**src/rtl/pnu_debounce_pulse.sv**
```systemverilog
// -----------------------------------------------------------------------------
// pnu_debounce_pulse
//   Turns a raw mechanical push-button into a clean one-cycle clock-enable
//   strobe for the downstream Ce pin. The button passes through a 2-FF
//   synchronizer and then a debounce FSM with a stability counter. A one-shot
//   stage emits the strobe, and the emitted strobes are counted.
//
// Optional feature macro: PNU_DEBOUNCE_REPEAT_EN
//   When it is defined, holding the button in HELD auto-repeats the strobe:
//   the first repeat comes REPEAT_DELAY cycles after the press strobe, and
//   later repeats come every REPEAT_PERIOD cycles.
//   When it is undefined, each accepted press gives exactly one strobe and
//   the REPEAT_* parameters are ignored.
//
// Ports
//   clock      in   1  rising-edge clock
//   reset      in   1  synchronous, active-high reset
//   btn_in     in   1  raw asynchronous button level, 1 = pressed
//   en         in   1  1 = allow ce_out strobes (FSM runs regardless)
//   ce_out     out  1  one-cycle strobe per accepted press / repeat
//   btn_level  out  1  debounced button level
//   pulse_cnt  out  8  count of emitted ce_out strobes, wraps 255 -> 0
//
// The FSM state register state_q (type state_e) is the debug view of the
// debouncer and can be bound to directly.
// -----------------------------------------------------------------------------
module pnu_debounce_pulse #(
  parameter int CNT_W         = 16,
  parameter int DEBOUNCE_CYC  = 50000,
  parameter int REPEAT_DELAY  = 25000,
  parameter int REPEAT_PERIOD = 10000
) (
  input  logic       clock,
  input  logic       reset,
  input  logic       btn_in,
  input  logic       en,
  output logic       ce_out,
  output logic       btn_level,
  output logic [7:0] pulse_cnt
);

  localparam logic [CNT_W-1:0] DB_LAST = CNT_W'(DEBOUNCE_CYC - 1);
  localparam logic [CNT_W-1:0] CNT_ONE = CNT_W'(1);

  // IDLE: released and stable; ARM: qualifying a press;
  // HELD: pressed and stable; REL: qualifying a release.
  typedef enum logic [1:0] {
    IDLE = 2'd0,
    ARM  = 2'd1,
    HELD = 2'd2,
    REL  = 2'd3
  } state_e;

  state_e           state_q, state_d;
  logic [CNT_W-1:0] cnt_q, cnt_d;
  logic             s1_q, s2_q;
  logic             ce_q, ce_d;
  logic             level_q, level_d;
  logic [7:0]       pulse_cnt_q, pulse_cnt_d;
  logic             fire;

`ifdef PNU_DEBOUNCE_REPEAT_EN
  localparam logic [CNT_W-1:0] RD_LAST = CNT_W'(REPEAT_DELAY - 1);
  localparam logic [CNT_W-1:0] RP_LAST = CNT_W'(REPEAT_PERIOD - 1);
  // 0: waiting for the first repeat (REPEAT_DELAY); 1: periodic repeats.
  logic phase_q, phase_d;
`else
  logic unused_repeat;
  assign unused_repeat = (REPEAT_DELAY > 0) ^ (REPEAT_PERIOD > 0);
`endif

  // Two-flop synchronizer; the FSM only ever looks at s2_q.
  always_ff @(posedge clock) begin
    if (reset) begin
      s1_q <= 1'b0;
      s2_q <= 1'b0;
    end else begin
      s1_q <= btn_in;
      s2_q <= s1_q;
    end
  end

  // Next-state logic. The counter is shared by press and release
  // qualification, and by repeat timing when that feature is built in.
  always_comb begin
    state_d = state_q;
    cnt_d   = cnt_q;
    fire    = 1'b0;
`ifdef PNU_DEBOUNCE_REPEAT_EN
    phase_d = phase_q;
`endif
    case (state_q)
      IDLE: begin
        if (s2_q) begin
          state_d = ARM;
          cnt_d   = '0;
        end
      end
      ARM: begin
        if (!s2_q) begin
          state_d = IDLE;             // bounce: drop back, no strobe
        end else if (cnt_q == DB_LAST) begin
          state_d = HELD;
          cnt_d   = '0;
          fire    = 1'b1;
`ifdef PNU_DEBOUNCE_REPEAT_EN
          phase_d = 1'b0;
`endif
        end else begin
          cnt_d = cnt_q + CNT_ONE;
        end
      end
      HELD: begin
        if (!s2_q) begin
          state_d = REL;
          cnt_d   = '0;
`ifdef PNU_DEBOUNCE_REPEAT_EN
          phase_d = 1'b0;
        end else if (!phase_q && (cnt_q == RD_LAST)) begin
          fire    = 1'b1;
          cnt_d   = '0;
          phase_d = 1'b1;
        end else if (phase_q && (cnt_q == RP_LAST)) begin
          fire  = 1'b1;
          cnt_d = '0;
        end else begin
          cnt_d = cnt_q + CNT_ONE;
`endif
        end
      end
      REL: begin
        if (s2_q) begin
          state_d = HELD;             // release was a bounce; no strobe
          cnt_d   = '0;
`ifdef PNU_DEBOUNCE_REPEAT_EN
          phase_d = 1'b0;             // repeat timing restarts from DELAY
`endif
        end else if (cnt_q == DB_LAST) begin
          state_d = IDLE;
          cnt_d   = '0;
        end else begin
          cnt_d = cnt_q + CNT_ONE;
        end
      end
      default: begin
        state_d = IDLE;
        cnt_d   = '0;
      end
    endcase

    // A strobe that lands while en=0 is dropped, not deferred.
    ce_d        = fire & en;
    level_d     = (state_d == HELD) || (state_d == REL);
    pulse_cnt_d = pulse_cnt_q;
    if (ce_d) begin
      pulse_cnt_d = pulse_cnt_q + 8'd1;
    end
  end

  always_ff @(posedge clock) begin
    if (reset) begin
      state_q     <= IDLE;
      cnt_q       <= '0;
      ce_q        <= 1'b0;
      level_q     <= 1'b0;
      pulse_cnt_q <= 8'd0;
    end else begin
      state_q     <= state_d;
      cnt_q       <= cnt_d;
      ce_q        <= ce_d;
      level_q     <= level_d;
      pulse_cnt_q <= pulse_cnt_d;
    end
  end

`ifdef PNU_DEBOUNCE_REPEAT_EN
  always_ff @(posedge clock) begin
    if (reset) begin
      phase_q <= 1'b0;
    end else begin
      phase_q <= phase_d;
    end
  end
`endif

  assign ce_out    = ce_q;
  assign btn_level = level_q;
  assign pulse_cnt = pulse_cnt_q;

endmodule

```
**config.mk**
```make
export PLATFORM = sky130hd
export DESIGN_NAME = pnu_debounce_pulse
export DESIGN_NICKNAME = d
export VERILOG_FILES = /design/src/rtl/pnu_debounce_pulse.sv
export SDC_FILE = /design/constraint.sdc
export NUM_CORES = 1
export LEC_CHECK = 0
export ABC_AREA = 1
export BUFFER_PORTS_ARGS = -buffer_cell sky130_fd_sc_hd__buf_2
export CAP_MARGIN = 20
export CELL_PAD_IN_SITES_DETAIL_PLACEMENT = 1
export CELL_PAD_IN_SITES_GLOBAL_PLACEMENT = 1
export CORE_UTILIZATION = 40
export CTS_CLUSTER_DIAMETER = 150
export DETAILED_ROUTE_END_ITERATION = 8
export PLACE_DENSITY_LB_ADDON = 0.1
export SYNTH_ARGS = -nofsm -noshare
export SYNTH_HDL_FRONTEND = slang
export SYNTH_SLANG_ARGS = --single-unit
```
**constraint.sdc**
```tcl
create_clock -name clock -period 1.74 [get_ports clock]
set_input_delay 0.261 -clock clock [delete_from_list [all_inputs] [get_ports clock]]
set_output_delay 0.261 -clock clock [all_outputs]
set_load 0.02 [all_outputs]
```
== After elaboration in Yosys (flattened, before gate mapping) ==
Index checks and enable logic that the tools add are counted.

* Output and inout port bits: 10
* Register bits: 30
* Input bits: 4

* Bitwise operators: 1
* Equality and inequality tests: 9
* Reduce and logical (&&, ||, !) cells: 3
* Add/subtract/negate cells: 2
* Muxes and demuxes: 16

{| class="wikitable"
|+ Operators with widths
! operator !! number
|-
| two-way mux 16 bit || 5
|-
| case mux 16 bit (4 select lines) || 1
|-
| adder 16 x 1 -> 16 bit (second input constant) || 1
|-
| equality test 16 bit (second input constant) || 1
|-
| two-way mux 2 bit || 6
|-
| adder 8 x 1 -> 8 bit (second input constant) || 1
|-
| equality test 2 bit (second input constant) || 4
|-
| case mux 2 bit (4 select lines) || 1
|-
| != test 2 bit (second input constant) || 3
|-
| two-way mux 1 bit || 3
|-
| AND reduction 3 bit || 1
|-
| equality test 2 x 1 -> 1 bit (second input constant) || 1
|-
| zero test 2 bit || 1
|-
| AND 1 bit || 1
|-
| logical OR 1 bit || 1
|}

== Logic depth before layout (Yosys ltp) ==
Gate-level depths: netlist (run 1).

* Depth in word-level cells: 6
* Gate-level depth with buffers: 11

== Worst setup path after synthesis (run 1) ==
No wires, ideal clock.

* Path kind: reg2reg
* From: register cnt_q[0]
* To: register cnt_q[1]
* Setup time: 0.115 ns
* Setup slack: 0.367 ns
* Path buffers: 1
* Data required time: 1.625 ns
* Cell stages (with the launch flop): 10
* Arrival: 1.258 ns
* Path through: dfxtp_1 -> ha_1 -> nand3_2 -> nor2_2 -> nand2_2 -> nand2_2 -> nand2_2 -> nand2_4 -> buf_12 -> nor2_2

* Cells in the longest elaborated chain, start to end: 4
* Elaborated cells on any way between the ends: 6
* Classes of those cells: add/sub: 1; eq/ne: 1; mux: 4

{| class="wikitable"
|+ RTL lines
! element !! line !! RTL
|-
| start: declaration || 55 || <nowiki>logic [CNT_W-1:0] cnt_q, cnt_d;</nowiki>
|-
| start signal: assignment || 169 || <nowiki>cnt_q <= cnt_d;</nowiki>
|-
| adder 16 x 1 -> 16 bit / equality test 16 bit (equally long branches) || n/a ||
|-
| two-way mux 16 bit * || 102, 138 ||
|-
| two-way mux 16 bit, on equally long branches || 132, 100 ||
|-
| case mux 16 bit (4 select lines) * || 92 || <nowiki>case (state_q)</nowiki>
|}

Mark *: on every way between the ends. The rest lies on a longest branch, timed or not. The select of a mux whose other input is x is not followed.
A chain may end at the register's enable or synchronous reset.

== Worst setup path after layout (run 1) ==
* From: register cnt_q[1]
* To: register pulse_cnt_q[1] (netlist: pulse_cnt[1])

* Cells in the longest elaborated chain, start to end: 5

{| class="wikitable"
|+ RTL lines
! element !! line !! RTL
|-
| equality test 16 bit || 102 || <nowiki>end else if (cnt_q == DB_LAST) begin</nowiki>
|-
| two-way mux 1 bit || 102 ||
|-
| two-way mux 1 bit || 100 || <nowiki>if (!s2_q) begin</nowiki>
|-
| two-way mux 1 bit || 92 ||
|-
| AND 1 bit || 152 || <nowiki>ce_d = fire & en;</nowiki>
|-
| end signal: assignment || 172 || <nowiki>pulse_cnt_q <= pulse_cnt_d;</nowiki>
|-
| end: declaration || 59 || <nowiki>logic [7:0] pulse_cnt_q, pulse_cnt_d;</nowiki>
|}

No other way between the ends.

==> results_dict.tcl, run 1 <==
set metrics [dict create \
    rows 22 \
    skew_ns 0.00840 \
    ant_nets 0 \
    fmax_mhz 627 \
    cts_tree "built" \
    worstReg2RegEnd "pulse_cnt[1]$_SDFFE_PP0P_" \
    synth_area_leader_cell "dfxtp_1" \
    dp_cells 279 \
    worst_slew_pin_slew_ns 0.383 \
    worst_r2r_path_depth 8 \
    period_share_pct 91.7 \
    crit_path_end_kind "flip-flop" \
    ys_ff_latch 30 \
    initial_core_util_pct 42.3 \
    dieArea_sq_um 4150 \
    startpoint_type "flip-flop" \
    io_pins 14 \
    min-delay-start "btn_in" \
    grt_util_all_layers_pct 21.3 \
    period_needed_ns 1.60 \
    worst_slack_ns 0.145 \
    nets 249 \
    n_antenna_cell 0 \
    syn_nets 225 \
    viasPerCell 4.99 \
    ir_drop_v 0.000331 \
    path_class "flip-flop to flip-flop" \
    ff_latch_area_sq_um 602 \
    post_drt_wl_per_cell_um 13.3 \
    hold_viol 0 \
    hold_path_class "input pin to flip-flop" \
    grt_pass1_wl_mm 6.71 \
    netlist_instances 219 \
    maxCapViolCount 0 \
    p_per_area_nw_per_um2 809 \
    hold_depth 3 \
    drtIter0Drc 41 \
    final_cell_mix "41 x nand2_1, 31 x inv_1, 30 x nor2_1" \
    slowest_stage "dfxtp_1" \
    reg2reg_from "cnt_q[1]$_SDFFE_PP0P_" \
    design_area_sq_um 1840 \
    timing.hold.ws_ns 0.172 \
    slew_headroom_pct 74.3 \
    ys_seq_area_share_pct 38.5 \
    cts_buffer_depth 2 \
    synth_fa_ha_area_share_pct 1.60 \
    antenna_found_initial 0 \
    dpl.hpwl_mm 2.88 \
    h-tree-depth 2 \
    arrival_ns 1.78 \
    grt_pass1_vias 1566 \
    cp_common_cell "nor2_1" \
    synth_compound_area_share_pct 5.93 \
    pre_cts_ws_ns 0.0692 \
    p_leak_uw 0.000797 \
    path_cells "ha_2 -> nand3_2 -> nor2_1 -> nand2_1 -> nor2_2 -> inv_1 -> nor2_1 -> nor2_1" \
    syn-cell-area_sq_um 1560 \
    ys_async_sr_fraction_pct 0 \
    coreArea_sq_um 3690 \
    yosys_warnings 0 \
    cts_hold_buf 0 \
    startpoint "cnt_q[1]$_SDFFE_PP0P_" \
    multi_input_area_sq_um 808 \
    setup_viol 0 \
    required_ns 1.93 \
    avgSynthCellArea_sq_um 7.12 \
    synthMuxAreaShare_pct 0.642 \
    synthTopCellsByArea "dfxtp_1 38%, nand2_1 9.9%, inv_1 7.5%, nor2_1 7.2%, nand3_1 5.8%" \
    via_count 1453 \
    synth_top_cell_area_share_pct 38.5 \
    clockRootBuffer "clkbuf_8" \
    synth_top_family_by_area "simple AND/OR/NAND/NOR gates" \
    die_w_um 64.5 \
    ys.flop_type "dfxtp_1" \
    final_common_cell "nand2_1" \
    remaining_drc_errors 0 \
    port_buffers 13 \
    critical_path.top_delay_family "simple AND/OR/NAND/NOR gates" \
    final-max-slew-violation-count 0 \
    gp_congestion 0.741 \
    synth-simple-area-share_pct 39.5 \
    ys_types 28 \
    area_growth_pct 17.7 \
    numCtsBuffers 5 \
    stdcell_count 291 \
    clkLatencyLatePin_ns 0.29 \
    hold_end "s1_q$_SDFF_PP0_" \
    firstDrtPassIters 4 \
    slowest_delay_ns 0.39 \
    placed_area_sq_um 1660 \
    grt_max_degree 16 \
    cts.clk_slew.worst_paths_ns 0.07 \
    gr-total-overflow 0 \
    cp_max_fo 4 \
    drt-total-wl_mm 3.86 \
    status "finished clean" \
    final_core_util_pct 49.8 \
    die_h_um 64.5 \
    reg2reg_slack_ns 0.14 \
    path_buf_inv 1 \
    clock_sinks 30 \
    fill_cells 479 \
    synth_edf_count 0 \
    drive_gt1_share_pct 22.2 \
    synth_xor_xnor_area_share_pct 3.37 \
]
==> worst max-delay path by stage <==
stage,end,cells past startpoint
floorplan,cnt_q[1]$_SDFFE_PP0P_,9
global placement,cnt_q[15]$_SDFFE_PP0P_,10
detailed placement,cnt_q[15]$_SDFFE_PP0P_,10
CTS,cnt_q[15]$_SDFFE_PP0P_,10
global route,pulse_cnt[0]$_SDFFE_PP0P_,8
finish,pulse_cnt[1]$_SDFFE_PP0P_,8
==> worst min-delay path, delay by kind of cell <==
family,cells,cell delay (ns)
simple gates,1,0.06
buf+inv,2,0.10
==> metrics by stage <==
stage	TNS, ns	total power [uW]
2_1_floorplan	0	751
3_3_place_gp	0	751
3_5_place_dp	0	754
4_1_cts	0	1480
5_1_grt	-0.00256	1540
6_report	0	1490
==> cell type report <==
class / instances / share of cell area (%)
clock inverter: 1 / 1.63
clock buffer: 6 / 4.50
multi-input combinational: 153 / 44.0
tap: 48 / 3.27
sequential: 30 / 32.8
inverter: 33 / 6.74
timing repair buffer: 20 / 7.08
==> power breakdown <==
part | internal, uW | total, uW | switching (uW)
logic | 27.8 | 62.8 | 35.1
registers | 691 | 695 | 3.53
clock network | 458 | 728 | 271
==> metal layers <==
| layer | wire, um | vias to the layer above | GRT usage (%) |
|---|---|---|---|
| li1 | - | 731 | - |
| met1 | 1640 | 694 | 22.9 |
| met2 | 2020 | 19 | 37.9 |
| met3 | 113 | 9 | 5.11 |
| met4 | 88 | 0 | 12.2 |
| met5 | 0 | - | 0 |
==> cell families (layout without fill, tap and decap cells) <==
family                   Yosys count  in the layout
multiplexers                       1              1
XOR/XNOR                           6              6
buffers and inverters             36             60
AND/OR/NAND/NOR                  126            126
flip-flops                        30             30
AO/OA/AOI/OAI                     18             18
adder cells (fa/ha/maj)            2              2
==> cell usage after synthesis, drive strengths merged, types with 2 or more instances <==
cell type,instances
nor3,5
dfxtp,30
ha,2
nand4,6
a21oi,13
nand2,46
nand3,20
nor2,45
o21ai,4
inv,33
xor2,6
buf,3
==> repair_timing <==
action / 4_1_cts / 5_1_grt
buffers inserted: 0 / 5
endpoints found under the hold margin: 0 / 0
gates resized for setup: 0 / 3
setup endpoints to repair: 0 / 9
==> state kept, by name (all words and copies together) (netlist names) <==
register	count
btn_level	1
pulse_cnt	8
state_q	2
ce_out	1
cnt_q	16
s1_q	1
s2_q	1
Note: power is estimated with default switching activity, not from simulation.
==> inputs of run 2 (changes only) <==
Settings changed: CORE_MARGIN set to 2, CORE_UTILIZATION 40 to 42.
==> run 2 against run 1 <==
  * Sequential power barely moved
  * First-iteration DRC count grew 76%
  * Non-clock buffer count is 5 lower
  * Critical path type unchanged
  * Fmax up 2.5%
  * Register-to-register slack better by 0.04 ns
  * Total power shrank 14%
  * Die area increased by 1.5%
==> results_dict.tcl, run 2 (same netlist as run 1, synthesis figures left out) <==
set metrics [dict create \
    grt_pass1_vias 1510 \
    grt_util_all_layers_pct 19.8 \
    rows 22 \
    regMostFlops "cnt_q" \
    gp_congestion 0.788 \
    dp_cells 279 \
    io_pins 14 \
    drt-total-wl_mm 3.82 \
    dieArea_sq_um 4220 \
    final_cell_mix "41 x nand2_1, 31 x inv_1, 30 x nor2_1" \
    grt_max_degree 16 \
    p_int_uw 981 \
    drive_gt1_share_pct 19.7 \
    dpl.hpwl_mm 2.87 \
    area_growth_pct 12.2 \
    critical_path.top_delay_family "simple AND/OR/NAND/NOR gates" \
    path_class "flip-flop to flip-flop" \
    nets 244 \
    rsz0062_at_grt "no" \
    clockRootBuffer "clkbuf_8" \
    setup_viol 0 \
    fill_cells 482 \
    p_switching_uw 298 \
    viasPerCell 5.09 \
    n_antenna_cell 0 \
    tns_ns 0 \
    grt_pass1_wl_mm 6.51 \
    arrival_ns 1.73 \
    fmax_mhz 643 \
    ir_drop_v 0.000381 \
    die_w_um 65.0 \
    coreArea_sq_um 3610 \
    cts_tree "built" \
    combinationalPowerShare_pct 3.8 \
    p_total_uw 1280 \
    cp_common_cell "nand2_2" \
    period_needed_ns 1.56 \
    path_buf_inv 1 \
    crit_path_end_kind "flip-flop" \
    slowest_delay_ns 0.38 \
    die_h_um 65.0 \
    startpoint_type "flip-flop" \
    port_buffers 13 \
    worst_slack_ns 0.185 \
    clock_sinks 30 \
    slew_headroom_pct 73.9 \
    antenna_found_initial 0 \
    period_share_pct 89.4 \
    pwr-share-clk_pct 41.9 \
    hold_viol 0 \
    maxCapViolCount 0 \
    worst_slew_pin_slew_ns 0.391 \
    power_frac_seq_pct 54.3 \
    slowest_stage "dfxtp_1" \
    skew_ns 0.00431 \
    via_count 1455 \
    cts_hold_buf 0 \
    post_drt_wl_per_cell_um 13.4 \
    cts.clk_slew.worst_paths_ns 0.07 \
    hold_path_class "input pin to flip-flop" \
    p_per_area_nw_per_um2 730 \
    initial_core_util_pct 43.3 \
    p_leak_uw 0.000749 \
    cp_max_fo 15 \
    clkLatencyLatePin_ns 0.28 \
    largest_reg_flops 16 \
    final-max-slew-violation-count 0 \
    path_cells "ha_2 -> nand3_2 -> nor2_2 -> nand2_2 -> nand2_2 -> nand2_2 -> nand2_8 -> inv_1 -> nand2_1 -> nor2_1" \
    gr-total-overflow 0 \
    pre_cts_ws_ns 0.0571 \
    cts_buffer_depth 2 \
    drtIter0Drc 72 \
    post_cts_buffers 0 \
    firstDrtPassIters 4 \
    status "finished clean" \
    h-tree-depth 2 \
    ant_nets 0 \
    swShare_pct 23.3 \
    numCtsBuffers 5 \
    remaining_drc_errors 0 \
    stdcell_count 286 \
    required_ns 1.91 \
    final_common_cell "nand2_1" \
]
run 2: what timing repair did:
item | CTS | global route
resized for setup | 0 | 3
hold endpoints to repair | 0 | 0
endpoints found under the setup margin | 0 | 10
run 2: final timing paths:
| path | from | cells past startpoint | endpoint | slack [ns] |
|---|---|---|---|---|
| max reg2reg | cnt_q[1]$_SDFFE_PP0P_ | 10 | cnt_q[15]$_SDFFE_PP0P_ | 0.18 |
| min | btn_in | 3 | s1_q$_SDFF_PP0_ | 0.19 |
| min reg2reg | s1_q$_SDFF_PP0_ | 2 | s2_q$_SDFF_PP0_ | 0.41 |
| max | cnt_q[1]$_SDFFE_PP0P_ | 10 | cnt_q[15]$_SDFFE_PP0P_ | 0.18 |
run 2: power by group through the flow:
| stage | sequential (uW) | combinational [uW] | clock [uW] |
|---|---|---|---|
| after floorplan | 709 | 41.7 | 0 |
| after global placement | 709 | 41.7 | 0 |
| after detailed placement | 710 | 45.7 | 0 |
| after CTS | 694 | 45.9 | 550 |
| after global routing | 695 | 52.9 | 577 |
| final | 695 | 48.0 | 536 |
run 2: worst reg2reg max path: stages, from the launching register on:
cell and delay [ns]:
dfxtp_1 0.38, ha_2 0.23, nand3_2 0.12, nor2_2 0.14, nand2_2 0.08, nand2_2 0.07
nand2_2 0.08, nand2_8 0.17, inv_1 0.09, nand2_1 0.06, nor2_1 0.04
run 2: final cells by class:
cell class              count  area [sq um]  share of cell area (%)
inverters                  33           124                    7.08
flip-flops and latches     30           602                    34.4
well taps                  48          60.1                    3.43
multi-input cells         153           808                    46.2
clock buffers               7          76.3                    4.36
repair buffers             15          80.1                    4.57
run 2: through the flow:
step                      hold WS [ns]  util [%]  area [sq um]
after floorplan                  0.368         -          1560
after global placement           0.394      46.1          1660
after detailed placement         0.407      46.1          1660
after CTS                        0.193      48.2          1740
after global routing             0.218      48.5          1750
final                            0.193      48.5          1750
run 2: layer usage:
metal / part of all wire [%] / vias up / global-route usage, % / wire (um)
met5: 0 / - / 0 / 0
met4: 1.6 / 0 / 6.91 / 61
met3: 2.9 / 10 / 4.51 / 111
met2: 52 / 25 / 36.7 / 2000
met1: 43 / 694 / 22.0 / 1640
li1: - / 726 / - / -
